### src/rtl/alu_arbiter_if.sv
// Bundle of requester, ALU and response handshakes seen by alu_arbiter.
// The slave modport is the arbiter; master is the surrounding pipeline and ALU.
interface alu_arbiter_if #(
  parameter int XLEN = 32
);
  logic            i_req0_valid;
  logic            o_req0_ready;
  logic [3:0]      i_req0_op;
  logic [XLEN-1:0] i_req0_a;
  logic [XLEN-1:0] i_req0_b;

  logic            i_req1_valid;
  logic            o_req1_ready;
  logic [3:0]      i_req1_op;
  logic [XLEN-1:0] i_req1_a;
  logic [XLEN-1:0] i_req1_b;

  logic            o_alu_op_valid;
  logic            i_alu_op_ready;
  logic [3:0]      o_alu_op_data;
  logic            o_alu_a_valid;
  logic [XLEN-1:0] o_alu_a_data;
  logic            o_alu_b_valid;
  logic [XLEN-1:0] o_alu_b_data;
  logic            i_alu_f_valid;
  logic [XLEN-1:0] i_alu_f_data;
  logic            i_alu_z;

  logic            o_rsp0_valid;
  logic            i_rsp0_ready;
  logic [XLEN-1:0] o_rsp0_data;
  logic            o_rsp0_zero;

  logic            o_rsp1_valid;
  logic            i_rsp1_ready;
  logic [XLEN-1:0] o_rsp1_data;
  logic            o_rsp1_zero;

  logic            o_busy;

  modport slave (
    input  i_req0_valid, i_req0_op, i_req0_a, i_req0_b,
    input  i_req1_valid, i_req1_op, i_req1_a, i_req1_b,
    input  i_alu_op_ready, i_alu_f_valid, i_alu_f_data, i_alu_z,
    input  i_rsp0_ready, i_rsp1_ready,
    output o_req0_ready, o_req1_ready,
    output o_alu_op_valid, o_alu_op_data, o_alu_a_valid, o_alu_a_data,
    output o_alu_b_valid, o_alu_b_data,
    output o_rsp0_valid, o_rsp0_data, o_rsp0_zero,
    output o_rsp1_valid, o_rsp1_data, o_rsp1_zero,
    output o_busy
  );

  modport master (
    output i_req0_valid, i_req0_op, i_req0_a, i_req0_b,
    output i_req1_valid, i_req1_op, i_req1_a, i_req1_b,
    output i_alu_op_ready, i_alu_f_valid, i_alu_f_data, i_alu_z,
    output i_rsp0_ready, i_rsp1_ready,
    input  o_req0_ready, o_req1_ready,
    input  o_alu_op_valid, o_alu_op_data, o_alu_a_valid, o_alu_a_data,
    input  o_alu_b_valid, o_alu_b_data,
    input  o_rsp0_valid, o_rsp0_data, o_rsp0_zero,
    input  o_rsp1_valid, o_rsp1_data, o_rsp1_zero,
    input  o_busy
  );
endinterface

### src/rtl/alu_arbiter.sv
// Round-robin sharing of one ALU between two requesters, one operation in
// flight, with a held response register per requester.
module alu_arbiter #(
  parameter int XLEN = 32
) (
  input  logic          clk,
  input  logic          rst,
  alu_arbiter_if.slave  bus
);

  typedef enum logic {
    IDLE  = 1'b0,
    ISSUE = 1'b1
  } state_t;

  state_t          state;
  state_t          state_nxt;

  logic            last_grant;
  logic            grant_q;
  logic [3:0]      op_q;
  logic [XLEN-1:0] a_q;
  logic [XLEN-1:0] b_q;

  logic [1:0]      rsp_valid;
  logic [1:0]      rsp_zero;
  logic [XLEN-1:0] rsp_data [2];
  logic [1:0]      rsp_ready;

  logic            elig0;
  logic            elig1;
  logic            grant0;
  logic            grant1;
  logic            done;

  // A requester holding an unconsumed response may not issue again.
  assign elig0 = bus.i_req0_valid & ~rsp_valid[0];
  assign elig1 = bus.i_req1_valid & ~rsp_valid[1];

  // On contention, the requester that was not granted last wins.
  assign grant0 = (state == IDLE) & elig0 & (~elig1 | last_grant);
  assign grant1 = (state == IDLE) & elig1 & (~elig0 | ~last_grant);

  assign done      = (state == ISSUE) & bus.i_alu_op_ready & bus.i_alu_f_valid;
  assign rsp_ready = {bus.i_rsp1_ready, bus.i_rsp0_ready};

  // NOTE: sequential state uses non-blocking assignments so every register
  // samples pre-edge values regardless of process ordering.
  always_ff @(posedge clk) begin
    if (rst) begin
      state <= IDLE;
    end else begin
      state <= state_nxt;
    end
  end

  always_comb begin
    // NOTE: default assignment first so no path leaves state_nxt unassigned,
    // which would otherwise infer a latch.
    state_nxt = state;
    unique case (state)
      IDLE:    if (grant0 | grant1) state_nxt = ISSUE;
      ISSUE:   if (done)            state_nxt = IDLE;
      default:                      state_nxt = IDLE;
    endcase
  end

  always_comb begin
    bus.o_req0_ready   = grant0;
    bus.o_req1_ready   = grant1;
    bus.o_alu_op_valid = 1'b0;
    bus.o_alu_a_valid  = 1'b0;
    bus.o_alu_b_valid  = 1'b0;
    bus.o_alu_op_data  = '0;
    bus.o_alu_a_data   = '0;
    bus.o_alu_b_data   = '0;
    bus.o_busy         = 1'b0;
    if (state == ISSUE) begin
      bus.o_alu_op_valid = 1'b1;
      bus.o_alu_a_valid  = 1'b1;
      bus.o_alu_b_valid  = 1'b1;
      bus.o_alu_op_data  = op_q;
      bus.o_alu_a_data   = a_q;
      bus.o_alu_b_data   = b_q;
      bus.o_busy         = 1'b1;
    end
  end

  // NOTE: the operand/grant capture registers carry no reset; they are only
  // observed while in ISSUE, which always follows a fresh capture.
  always_ff @(posedge clk) begin
    if (grant0 | grant1) begin
      grant_q <= grant1;
      op_q    <= grant1 ? bus.i_req1_op : bus.i_req0_op;
      a_q     <= grant1 ? bus.i_req1_a  : bus.i_req0_a;
      b_q     <= grant1 ? bus.i_req1_b  : bus.i_req0_b;
    end
  end

  always_ff @(posedge clk) begin
    if (rst) begin
      last_grant  <= 1'b1;
      rsp_valid   <= '0;
      rsp_zero    <= '0;
      rsp_data[0] <= '0;
      rsp_data[1] <= '0;
    end else begin
      for (int n = 0; n < 2; n++) begin
        if (rsp_ready[n]) rsp_valid[n] <= 1'b0;
      end
      if (done) begin
        rsp_valid[grant_q] <= 1'b1;
        rsp_data[grant_q]  <= bus.i_alu_f_data;
        rsp_zero[grant_q]  <= bus.i_alu_z;
        last_grant         <= grant_q;
      end
    end
  end

  assign bus.o_rsp0_valid = rsp_valid[0];
  assign bus.o_rsp0_data  = rsp_data[0];
  assign bus.o_rsp0_zero  = rsp_zero[0];
  assign bus.o_rsp1_valid = rsp_valid[1];
  assign bus.o_rsp1_data  = rsp_data[1];
  assign bus.o_rsp1_zero  = rsp_zero[1];

endmodule

### src/flat_wrapper.sv
// flat-port wrapper written by rule: the top's interface ports become plain ports
module alu_arbiter_flat 
#(
  parameter int XLEN = 32
)
  (clk, rst, bus_i_req0_valid, bus_i_req0_op, bus_i_req0_a, bus_i_req0_b, bus_i_req1_valid, bus_i_req1_op, bus_i_req1_a, bus_i_req1_b, bus_i_alu_op_ready, bus_i_alu_f_valid, bus_i_alu_f_data, bus_i_alu_z, bus_i_rsp0_ready, bus_i_rsp1_ready, bus_o_req0_ready, bus_o_req1_ready, bus_o_alu_op_valid, bus_o_alu_op_data, bus_o_alu_a_valid, bus_o_alu_a_data, bus_o_alu_b_valid, bus_o_alu_b_data, bus_o_rsp0_valid, bus_o_rsp0_data, bus_o_rsp0_zero, bus_o_rsp1_valid, bus_o_rsp1_data, bus_o_rsp1_zero, bus_o_busy);
  alu_arbiter_if #(.XLEN(XLEN)) bus_i ();
  input  logic clk;
  input  logic rst;
  input wire logic [$bits(bus_i.i_req0_valid)-1:0] bus_i_req0_valid;
  input wire logic [$bits(bus_i.i_req0_op)-1:0] bus_i_req0_op;
  input wire logic [$bits(bus_i.i_req0_a)-1:0] bus_i_req0_a;
  input wire logic [$bits(bus_i.i_req0_b)-1:0] bus_i_req0_b;
  input wire logic [$bits(bus_i.i_req1_valid)-1:0] bus_i_req1_valid;
  input wire logic [$bits(bus_i.i_req1_op)-1:0] bus_i_req1_op;
  input wire logic [$bits(bus_i.i_req1_a)-1:0] bus_i_req1_a;
  input wire logic [$bits(bus_i.i_req1_b)-1:0] bus_i_req1_b;
  input wire logic [$bits(bus_i.i_alu_op_ready)-1:0] bus_i_alu_op_ready;
  input wire logic [$bits(bus_i.i_alu_f_valid)-1:0] bus_i_alu_f_valid;
  input wire logic [$bits(bus_i.i_alu_f_data)-1:0] bus_i_alu_f_data;
  input wire logic [$bits(bus_i.i_alu_z)-1:0] bus_i_alu_z;
  input wire logic [$bits(bus_i.i_rsp0_ready)-1:0] bus_i_rsp0_ready;
  input wire logic [$bits(bus_i.i_rsp1_ready)-1:0] bus_i_rsp1_ready;
  output wire logic [$bits(bus_i.o_req0_ready)-1:0] bus_o_req0_ready;
  output wire logic [$bits(bus_i.o_req1_ready)-1:0] bus_o_req1_ready;
  output wire logic [$bits(bus_i.o_alu_op_valid)-1:0] bus_o_alu_op_valid;
  output wire logic [$bits(bus_i.o_alu_op_data)-1:0] bus_o_alu_op_data;
  output wire logic [$bits(bus_i.o_alu_a_valid)-1:0] bus_o_alu_a_valid;
  output wire logic [$bits(bus_i.o_alu_a_data)-1:0] bus_o_alu_a_data;
  output wire logic [$bits(bus_i.o_alu_b_valid)-1:0] bus_o_alu_b_valid;
  output wire logic [$bits(bus_i.o_alu_b_data)-1:0] bus_o_alu_b_data;
  output wire logic [$bits(bus_i.o_rsp0_valid)-1:0] bus_o_rsp0_valid;
  output wire logic [$bits(bus_i.o_rsp0_data)-1:0] bus_o_rsp0_data;
  output wire logic [$bits(bus_i.o_rsp0_zero)-1:0] bus_o_rsp0_zero;
  output wire logic [$bits(bus_i.o_rsp1_valid)-1:0] bus_o_rsp1_valid;
  output wire logic [$bits(bus_i.o_rsp1_data)-1:0] bus_o_rsp1_data;
  output wire logic [$bits(bus_i.o_rsp1_zero)-1:0] bus_o_rsp1_zero;
  output wire logic [$bits(bus_i.o_busy)-1:0] bus_o_busy;
  assign bus_i.i_req0_valid = bus_i_req0_valid;
  assign bus_i.i_req0_op = bus_i_req0_op;
  assign bus_i.i_req0_a = bus_i_req0_a;
  assign bus_i.i_req0_b = bus_i_req0_b;
  assign bus_i.i_req1_valid = bus_i_req1_valid;
  assign bus_i.i_req1_op = bus_i_req1_op;
  assign bus_i.i_req1_a = bus_i_req1_a;
  assign bus_i.i_req1_b = bus_i_req1_b;
  assign bus_i.i_alu_op_ready = bus_i_alu_op_ready;
  assign bus_i.i_alu_f_valid = bus_i_alu_f_valid;
  assign bus_i.i_alu_f_data = bus_i_alu_f_data;
  assign bus_i.i_alu_z = bus_i_alu_z;
  assign bus_i.i_rsp0_ready = bus_i_rsp0_ready;
  assign bus_i.i_rsp1_ready = bus_i_rsp1_ready;
  assign bus_o_req0_ready = bus_i.o_req0_ready;
  assign bus_o_req1_ready = bus_i.o_req1_ready;
  assign bus_o_alu_op_valid = bus_i.o_alu_op_valid;
  assign bus_o_alu_op_data = bus_i.o_alu_op_data;
  assign bus_o_alu_a_valid = bus_i.o_alu_a_valid;
  assign bus_o_alu_a_data = bus_i.o_alu_a_data;
  assign bus_o_alu_b_valid = bus_i.o_alu_b_valid;
  assign bus_o_alu_b_data = bus_i.o_alu_b_data;
  assign bus_o_rsp0_valid = bus_i.o_rsp0_valid;
  assign bus_o_rsp0_data = bus_i.o_rsp0_data;
  assign bus_o_rsp0_zero = bus_i.o_rsp0_zero;
  assign bus_o_rsp1_valid = bus_i.o_rsp1_valid;
  assign bus_o_rsp1_data = bus_i.o_rsp1_data;
  assign bus_o_rsp1_zero = bus_i.o_rsp1_zero;
  assign bus_o_busy = bus_i.o_busy;
  alu_arbiter #(.XLEN(XLEN)) u_core (.clk(clk), .rst(rst), .bus(bus_i));
endmodule
### config.mk
export PLATFORM = sky130hd
export DESIGN_NAME = alu_arbiter_flat
export DESIGN_NICKNAME = d
export VERILOG_FILES = /design/src/rtl/alu_arbiter_if.sv /design/src/rtl/alu_arbiter.sv /design/src/flat_wrapper.sv
export SDC_FILE = /design/constraint.sdc
export NUM_CORES = 1
export LEC_CHECK = 0
export ABC_AREA = 1
export BUFFER_PORTS_ARGS = -buffer_cell sky130_fd_sc_hd__buf_2
export CORE_AREA = 2 2 124 126
export DETAILED_ROUTE_END_ITERATION = 12
export DIE_AREA = 0 0 126 128
export GPL_TIMING_DRIVEN = 0
export PLACE_DENSITY = 0.87
export SLEW_MARGIN = 20
export SYNTH_ARGS = -nofsm -noshare
export SYNTH_HDL_FRONTEND = slang
export SYNTH_SLANG_ARGS = --single-unit
export TNS_END_PERCENT = 20
### constraint.sdc
create_clock -name clk -period 6.1 [get_ports clk]
set_input_delay 0 -clock clk [delete_from_list [all_inputs] [get_ports clk]]
set_output_delay 0 -clock clk [all_outputs]
set_load 0.1 [all_outputs]
==> results of run 1 <==
-- cells in the final DEF, fill, tap and decap left out --
cell           count
nand2_4            3
o21ai_0            1
clkbuf_16         17
clkinv_4           4
nor2_4             3
clkinv_1           2
dfxtp_1            6
buf_12             1
buf_1              1
nand3_4            1
clkinvlp_4         3
buf_2            329
buf_4              7
nand2_1          215
nand3_1           77
edfxtp_1         133
bufinv_16          1
clkbuf_1          14
inv_6              2
nand2_2            2
buf_6              7
dlygate4sd3_1    175
nor2_1            67
clkinv_2           2
nand4_1            2
inv_1            107
-- what timing repair did --
action                    in CTS  in global routing
hold endpoints to repair     137                  0
buffers inserted               0                  0
hold buffers                 175                  0
-- path summary, 6_finish.rpt --
check                                   from                               to  slack [ns]  cells past startpoint
max           u_core.rsp_valid[0]$_SDFF_PP0_         u_core.a_q[20]$_DFFE_PP_        3.72                      8
min                         bus_i_req1_valid          u_core.state$_SDFF_PP0_        0.03                      5
max reg2reg   u_core.rsp_valid[0]$_SDFF_PP0_         u_core.a_q[20]$_DFFE_PP_        3.72                      8
min reg2reg  u_core.rsp_zero[0]$_SDFFE_PP0P_  u_core.rsp_zero[0]$_SDFFE_PP0P_        0.47                      2
-- kinds of logic after synthesis --
group	synth area share, %
AOI/OAI and AO/OA	0.0794
buffers and inverters	10.2
DFF	65.3
and+or+nand+nor	24.5
-- metal layers --
layer  track usage, %  part of all wire [%]
met1             30.7                    34
met3             6.84                   9.0
met5                0                 0.055
met4             17.6                   5.6
met2             50.8                    51
-- final cells by class --
type / count / share of cell area (%)
flip-flops and latches: 139 / 39.3
well taps: 188 / 2.25
clock buffers: 18 / 4.10
repair buffers: 494 / 32.1
inverters: 107 / 3.84
multi-input cells: 371 / 14.9
plain buffers: 39 / 2.28
clock inverters: 14 / 1.17
-- metrics by stage --
step	instances	hold WS, ns	total power [mW]	instance area, um2	worst slack [ns]
final	1370	0.0279	3.11	10500	3.72
after global routing	1370	0.0883	3.21	10500	3.66
after CTS	1370	0.0161	3.08	10500	3.74
after detailed placement	1163	0.195	2.01	8160	3.80
after global placement	1162	0.201	1.99	8130	2.66
after floorplan	656	0.111	1.82	6300	2.72
-- worst max-delay path, stage by stage, from the launching register on --
cell and delay [ns]:
dfxtp_1 0.31, inv_1 0.13, nand3_1 0.30, nand2_1 0.33, buf_4 0.24, buf_6 0.16
nand2_1 0.10, nand2_1 0.11, dlygate4sd3_1 0.57
-- sequential cells by signal, summed over array words and instances (netlist names), 2 cells and up --
signal / flops
u_core.a_q: 32
u_core.b_q: 32
u_core.op_q: 4
u_core.rsp_data: 64
u_core.rsp_valid: 2
u_core.rsp_zero: 2
-- power groups by stage --
stage	logic, mW	registers, mW	clock network [mW]
2_1_floorplan	0.473	1.35	0
3_3_place_gp	0.803	1.19	0
3_5_place_dp	0.818	1.19	0
4_1_cts	0.933	1.17	0.977
5_1_grt	1.00	1.18	1.03
6_report	0.963	1.18	0.974
==> impl_metrics.yaml, run 1 <==
placement:
  port_buffers: 318
  hpwl_mm: 13.7
  place_congestion: 0.904
power_and_ir_drop:
  internal_power_mw: 1.95
  seq_power_share_pct: 37.8
  power.density_mw_per_mm2: 298
  peakVddDrop_uv: 167
  switching_share_pct: 37.5
  clkPwrFrac_pct: 31.3
  power.leakage_nw: 5.65
  combinationalPowerShare_pct: 30.9
  switching_power_mw: 1.17
drt:
  drc: 0
  dr.pass1.iters: 7
  route.detailed.wl_per_inst_um: 17.2
  vias: 6904
  viasPerCell: 5.04
  wl_mm: 23.6
  dr.first_iter.drc_count: 572
  ant_nets: 0
finish:
  post-route-util_pct: 70.4
  insertedDiodeCount: 0
  multiInputGateArea_mm2: 0.00156
  syn_to_final_growth_pct: 66.1
  nets: 1346
  regArea_mm2: 0.00411
  fillers: 937
  drive_gt1_share_pct: 32.3
setup_path:
  critPathKind: "reg2reg"
  crit_required_ns: 6.39
  endpoint_kind: "flip-flop"
  cp_max_fo: 10
  critPathLaunchType: "flip-flop"
  cp_data_arrival_time_ns: 2.67
sta:
  slew_viol_final: 0
  max_slew_margin_pct: 46.4
  setup_violations: 0
  tns_ns: 0
  tightest_slew_ns: 0.802
  finClkSkew_ns: 0.0166
  post-route-min-period_ns: 2.38
  fmax_mhz: 419
  rsz0062_at_grt: "no"
  timing.final.hold_violations: 0
  fin_crit_sh_pct: 39.1
yosys:
  synth_top_area_share_pct: 63.4
  synth_area_leaders: "edfxtp_1 63%, nand2_1 13%, inv_1 6.4%, nand3_1 6.1%, nor2_1 4.0%"
  ys_ff_latch: 139
  syn_area_mm2: 0.00630
  yosys_warnings: 0
  yosysSeqAreaShare_pct: 65.3
  synth_cells: 656
  synth_common_cells: "218 x nand2_1, 133 x edfxtp_1, 107 x inv_1"
  yosys.area.top_type: "edfxtp_1"
  syn_avg_cell_area_um2: 9.61
  yosysUniqueCellTypes: 16
  syn-num-nets: 833
  async_reset_ff_share_pct: 0
  synth_edf_count: 133
  ys.flop_type: "edfxtp_1"
  post-synth-top-count-cell: "nand2_1"
grt:
  grt_first_pass_wirelength_mm: 35.1
  first_global_vias: 6841
  overflow: 0
  grt_antenna_before_repair: 1
  grt_max_degree: 45
  grt_usage_pct: 28.5
job:
  cap_violations: 0
clock_tree:
  numCtsBuffers: 17
  clock_path_buffers: 2
  insertion_delay_ns: 0.43
  htree_levels: 4
  clkTransAtPathRegs_ns: 0.07
  cts_tree: "done"
  cts_resized: 0
  root_buffer: "clkbuf_16"
  cts.sinks: 139
floorplanning:
  coreArea_mm2: 0.0149
  start_util_pct: 42.4
  fp.dieArea_mm2: 0.0161
  dieHeight_um: 128
  io_pins: 319
  die_w_um: 126
  rows: 45
worst_hold_path:
  hp-class: "in2reg"
run_status:
  status: "completed"
Power figures use the tool's default switching activity.
==> run 2: changes to the inputs <==
--- a/config.mk
+++ b/config.mk
@@ -5,13 +5,13 @@
 export SDC_FILE = /design/constraint.sdc
 export NUM_CORES = 1
 export LEC_CHECK = 0
-export ABC_AREA = 1
+export ABC_AREA = 0
 export BUFFER_PORTS_ARGS = -buffer_cell sky130_fd_sc_hd__buf_2
-export CORE_AREA = 2 2 124 126
+export CORE_AREA = 2 2 123 125
 export DETAILED_ROUTE_END_ITERATION = 12
-export DIE_AREA = 0 0 126 128
+export DIE_AREA = 0 0 125 127
 export GPL_TIMING_DRIVEN = 0
-export PLACE_DENSITY = 0.87
+export PLACE_DENSITY = 0.86
 export SLEW_MARGIN = 20
 export SYNTH_ARGS = -nofsm -noshare
 export SYNTH_HDL_FRONTEND = slang
==> constraint.sdc (replaced) <==
create_clock -name clk -period 2.35 [get_ports clk]
set_input_delay 0 -clock clk [delete_from_list [all_inputs] [get_ports clk]]
set_output_delay 0 -clock clk [all_outputs]
set_load 0.1 [all_outputs]
==> run 2 against run 1 <==
Compared with the run above:
- area after synthesis fell by 3.8%
- clock power rose to 2.6 times the previous value
- die area fell by 1.6%
- maximum frequency rose by 4.5%
- clock skew fell by 0.010 ns
- wire length fell by 12%
- utilization rose by 0.74 points
- cell area fell by 1.9%
- critical path type unchanged
==> impl_metrics.yaml, run 2 <==
worst_hold_path:
  whs_endpoint: "u_core.state$_SDFF_PP0_"
  hp-class: "in2reg"
  hold_depth: 3
  hold_path_startpoint: "bus_i_req0_valid"
yosys:
  synth_cells: 392
  syn-num-nets: 569
  ys.flop_type: "edfxtp_1"
  synth_top_area_share_pct: 65.9
  ys_ff_latch: 139
  syn_area_mm2: 0.00606
  syn_avg_cell_area_um2: 15.5
  synth_common_cells: "133 x edfxtp_1, 132 x and2_1, 59 x mux2_2"
  synth_area_leaders: "edfxtp_1 66%, and2_1 14%, mux2_2 11%, mux2_4 2.2%, dfxtp_1 2.0%"
  synth_edf_count: 133
  yosys.area.top_type: "edfxtp_1"
  yosysSeqAreaShare_pct: 67.9
  yosys_warnings: 0
  post-synth-top-count-cell: "edfxtp_1"
  async_reset_ff_share_pct: 0
  yosysUniqueCellTypes: 26
power_and_ir_drop:
  power.leakage_nw: 4.64
  combinationalPowerShare_pct: 28.3
  power.density_mw_per_mm2: 748
  internal_power_mw: 5.00
  total_power_mw: 7.67
  peakVddDrop_uv: 446
  seq_power_share_pct: 38.9
  switching_power_mw: 2.67
  switching_share_pct: 34.9
  clkPwrFrac_pct: 32.8
grt:
  overflow: 0
  grt_first_pass_wirelength_mm: 31.0
  grt_antenna_before_repair: 0
  first_global_vias: 5728
  grt_max_degree: 34
  grt_usage_pct: 25.8
drt:
  vias: 5347
  route.detailed.wl_per_inst_um: 18.7
  ant_nets: 0
  drc: 0
  wl_mm: 20.6
  viasPerCell: 4.85
  dr.first_iter.drc_count: 295
  dr.pass1.iters: 4
clock_tree:
  cts.sinks: 139
  numCtsBuffers: 17
  post_cts_buffers: 0
  htree_levels: 4
  cts_tree: "done"
  root_buffer: "clkbuf_16"
  clkTransAtPathRegs_ns: 0.07
  insertion_delay_ns: 0.42
  clock_path_buffers: 2
finish:
  drive_gt1_share_pct: 48.0
  syn_to_final_growth_pct: 69.3
  final_area_mm2: 0.0103
  top_register: "u_core.rsp_data"
  insertedDiodeCount: 0
  post-route-util_pct: 71.1
  stdcell_count: 1102
  fillers: 903
  final_cell_mix: "319 x buf_2, 175 x dlygate4sd3_1, 133 x edfxtp_1"
  layout_commonest_cell: "buf_2"
  nets: 1082
  largest_reg_flops: 64
  largestRegisters: "u_core.rsp_data (64), u_core.a_q (32), u_core.b_q (32)"
setup_path:
  cp_data_arrival_time_ns: 2.44
  critPathKind: "reg2reg"
  crit_required_ns: 2.51
  worst-r2r-setup-slack_ns: 0.07
  endpoint_kind: "flip-flop"
  cp_max_fo: 10
  critPathLaunchType: "flip-flop"
  worstReg2RegEnd: "u_core.b_q[4]$_DFFE_PP_"
  r2r_cells: 6
  r2r_start: "u_core.rsp_valid[0]$_SDFF_PP0_"
placement:
  hpwl_mm: 12.1
  dpl.cell_count: 896
  port_buffers: 318
  place_congestion: 0.821
  placed_cell_area_mm2: 0.00795
job:
  cap_violations: 0
floorplanning:
  io_pins: 319
  dieHeight_um: 127
  coreArea_mm2: 0.0144
  fp.dieArea_mm2: 0.0159
  rows: 44
  start_util_pct: 42.0
  die_w_um: 125
sta:
  setup_violations: 0
  hold-worst-slack_ns: 0.0468
  max_slew_margin_pct: 40.9
  tightest_slew_ns: 0.874
  finClkSkew_ns: 0.00656
  post-route-min-period_ns: 2.28
  rsz0062_at_grt: "no"
  fmax_mhz: 438
  fin_crit_sh_pct: 97.1
  timing.final.hold_violations: 0
  slew_viol_final: 0
run_status:
  status: "completed"
[run 2: power by group through the flow]
| stage | logic [mW] | registers (mW) | clock network (mW) |
|---|---|---|---|
| 2_1_floorplan | 1.04 | 3.44 | 0 |
| 3_3_place_gp | 1.83 | 3.02 | 0 |
| 3_5_place_dp | 1.87 | 3.02 | 0 |
| 4_1_cts | 2.12 | 2.98 | 2.52 |
| 5_1_grt | 2.24 | 3.00 | 2.62 |
| 6_report | 2.17 | 2.99 | 2.52 |
[run 2: area by class of cell]
cell class	instances	area, um2	area share (%)
Buffer	24	144	1.40
Clock buffer	17	425	4.15
Clock inverter	15	126	1.23
Inverter	3	15.0	0.146
Multi-Input combinational cell	225	1820	17.7
Sequential cell	139	4120	40.2
Tap cell	184	230	2.24
Timing Repair Buffer	495	3380	33.0
[run 2: cell families (layout without fill, tap and decap cells)]
group | after synthesis | after routing | synth area share, %
buffers and inverters | 28 | 554 | 2.46
DFF | 139 | 139 | 67.9
muxes | 70 | 70 | 13.5
and+or+nand+nor | 150 | 150 | 15.4
AOI/OAI and AO/OA | 5 | 5 | 0.702
[run 2: critical path: stages (launching register included)]
cell	delay, ns
dfxtp_2	0.35
nor2b_2	0.17
a211o_1	0.16
buf_6	0.14
clkbuf_4	0.23
mux2_2	0.37
dlygate4sd3_1	0.60
[run 2: worst max-delay path by stage]
stage | start | to | depth (start not counted)
4_1_cts | u_core.rsp_valid[0]$_SDFF_PP0_ | u_core.a_q[12]$_DFFE_PP_ | 6
6_report | u_core.rsp_valid[0]$_SDFF_PP0_ | u_core.b_q[4]$_DFFE_PP_ | 6
3_5_place_dp | u_core.state$_SDFF_PP0_ | u_core.b_q[22]$_DFFE_PP_ | 5
2_1_floorplan | u_core.state$_SDFF_PP0_ | u_core.a_q[0]$_DFFE_PP_ | 3
3_3_place_gp | u_core.state$_SDFF_PP0_ | u_core.b_q[22]$_DFFE_PP_ | 3
5_1_grt | u_core.rsp_valid[0]$_SDFF_PP0_ | u_core.b_q[7]$_DFFE_PP_ | 6
[run 2: timing repair]
action                     4_1_cts  5_1_grt
hold endpoints to repair       138        0
gates resized for setup          0        5
setup endpoints to repair       10       33
hold buffers                   175        0
[run 2: per-layer routing]
layer	vias to the layer above	GRT usage, %	routed length (um)
met5	-	0	0
met4	0	13.9	959
met3	69	6.99	1760
met2	363	46.3	10600
met1	2500	27.7	7270
li1	2415	-	-
[run 2: through the flow]
step | TNS, ns | setup WS (ns)
final | 0 | 0.0691
after global routing | 0 | 0.00390
after CTS | 0 | 0.0149
after detailed placement | 0 | 0.0840
after global placement | -46.04 | -0.555
after floorplan | 0 | 0.0125
==> run 3: changes to the inputs <==
--- a/config.mk
+++ b/config.mk
@@ -11,6 +11,7 @@
 export DETAILED_ROUTE_END_ITERATION = 12
 export DIE_AREA = 0 0 125 127
 export GPL_TIMING_DRIVEN = 0
+export HOLD_SLACK_MARGIN = 0.08
 export PLACE_DENSITY = 0.86
 export SLEW_MARGIN = 20
 export SYNTH_ARGS = -nofsm -noshare
==> run 3 against run 2 <==
Compared with the run above:
- sequential power about the same
- maximum frequency about the same
- total power about the same
- clock power about the same
- final cell count up 0.27%
- combinational power about the same
- wire length about the same
- critical path depth unchanged
- die area unchanged
- count of clock-buffer cells in the layout unchanged
- largest power group unchanged
- utilization up 0.21 points
- worst setup slack worse by 0.0016 ns
==> impl_metrics.yaml, run 3 (synthesized netlist as in run 2, its figures left out) <==
finish:
  stdcell_count: 1105
  final_cell_mix: "319 x buf_2, 178 x dlygate4sd3_1, 133 x edfxtp_1"
  largest_reg_flops: 64
  largestRegisters: "u_core.rsp_data (64), u_core.a_q (32), u_core.b_q (32)"
  drive_gt1_share_pct: 47.9
  layout_commonest_cell: "buf_2"
  post-route-util_pct: 71.3
  nets: 1085
  top_register: "u_core.rsp_data"
  insertedDiodeCount: 0
  final_area_mm2: 0.0103
  syn_to_final_growth_pct: 69.8
sta:
  timing.final.hold_violations: 0
  fmax_mhz: 438
  post-route-min-period_ns: 2.28
  finClkSkew_ns: 0.00647
  max_slew_margin_pct: 41.5
  tightest_slew_ns: 0.865
  fin_crit_sh_pct: 97.1
  fin_ws_ns: 0.0676
  rsz0062_at_grt: "no"
  setup_violations: 0
  slew_viol_final: 0
placement:
  place_congestion: 0.821
  place_ws_ns: 0.0840
  dpl.cell_count: 896
  port_buffers: 318
  hpwl_mm: 12.1
  placed_cell_area_mm2: 0.00795
floorplanning:
  fp.dieArea_mm2: 0.0159
  rows: 44
  start_util_pct: 42.0
  die_w_um: 125
  coreArea_mm2: 0.0144
  dieHeight_um: 127
  io_pins: 319
grt:
  grt_first_pass_wirelength_mm: 31.1
  grt_max_degree: 34
  grt_antenna_before_repair: 0
  first_global_vias: 5723
  overflow: 0
  grt_usage_pct: 25.8
power_and_ir_drop:
  power.leakage_nw: 4.65
  power.density_mw_per_mm2: 745
  peakVddDrop_uv: 446
setup_path:
  cp_max_fo: 10
  cp_data_arrival_time_ns: 2.44
  path_cells: "nor2b_2, a211o_1, buf_6, clkbuf_4, mux2_2, dlygate4sd3_1"
  r2r_cells: 6
  crit_required_ns: 2.51
  slowest_stage: "dlygate4sd3_1"
  critPathKind: "reg2reg"
  critPathLaunchType: "flip-flop"
  slowest_delay_ns: 0.60
  endpoint_kind: "flip-flop"
drt:
  viasPerCell: 4.84
  wl_mm: 20.6
  drc: 0
  vias: 5350
  ant_nets: 0
  route.detailed.wl_per_inst_um: 18.6
  dr.pass1.iters: 4
  dr.first_iter.drc_count: 330
clock_tree:
  cts_tree: "done"
  clock_path_buffers: 2
  cts.sinks: 139
  insertion_delay_ns: 0.42
  post_cts_buffers: 0
  htree_levels: 4
  root_buffer: "clkbuf_16"
  clkTransAtPathRegs_ns: 0.06
  numCtsBuffers: 17
worst_hold_path:
  hold_depth: 3
  hp-class: "in2reg"
run_status:
  status: "completed"
job:
  cap_violations: 0
run 3: cell count changes in the layout (fill, tap and decap cells not counted), sizes merged:
cell         change
dlygate4sd3      +3
run 3: where the power goes:
group,total [mW],internal [mW],switching [mW],leakage (nW)
clock network,2.51,1.45,1.06,0.260
registers,2.99,2.93,0.0612,1.38
logic,2.17,0.624,1.55,3.01
total,7.67,5.00,2.67,4.65
run 3: final timing paths:
check | start | endpoint | slack [ns]
worst max-delay path | u_core.rsp_valid[0]$_SDFF_PP0_ | u_core.b_q[4]$_DFFE_PP_ | 0.07
worst min-delay path | rst | u_core.rsp_zero[1]$_SDFFE_PP0P_ | 0.40
worst max register to register | u_core.rsp_valid[0]$_SDFF_PP0_ | u_core.b_q[4]$_DFFE_PP_ | 0.07
worst min register to register | u_core.last_grant$_SDFFE_PP1N_ | u_core.last_grant$_SDFFE_PP1N_ | 0.50
run 3: what timing repair did:
item / 4_1_cts / 5_1_grt
hold endpoints to repair: 138 / 1
hold buffers: 177 / 1
setup endpoints to repair: 10 / 33
gates resized for setup: 0 / 5
run 3: critical path: cells and delay by family, from the launching register on:
| family | cells | cell delay (ns) |
|---|---|---|
| multiplexers | 1 | 0.36 |
| AND/OR/NAND/NOR | 1 | 0.18 |
| flip-flops | 1 | 0.35 |
| AO/OA/AOI/OAI | 1 | 0.16 |
| buffers and inverters | 3 | 0.97 |
run 3: layer usage:
layer,up-vias,global-route usage [%],part of all wire (%)
met1,2514,28.1,36
li1,2427,-,-
met4,0,13.1,4.1
met5,-,0,0
met3,55,6.53,8.2
met2,354,46.6,52
run 3: cell type report:
class / instances / area, um2
Clock inverter: 15 / 126
Tap cell: 184 / 230
Buffer: 24 / 144
Fill cell: 893 / 4130
Sequential cell: 139 / 4120
Timing Repair Buffer: 498 / 3410
Inverter: 3 / 15.0
Multi-Input combinational cell: 225 / 1820
Clock buffer: 17 / 425
run 3: through the flow:
stage	TNS (ns)	hold slack [ns]	total power, mW
6_report	0	0.396	7.67
5_1_grt	0	0.413	7.87
4_1_cts	0	0.126	7.62
3_5_place_dp	0	0.264	4.89
3_3_place_gp	-46.04	0.246	4.85
2_1_floorplan	0	0.0724	4.48
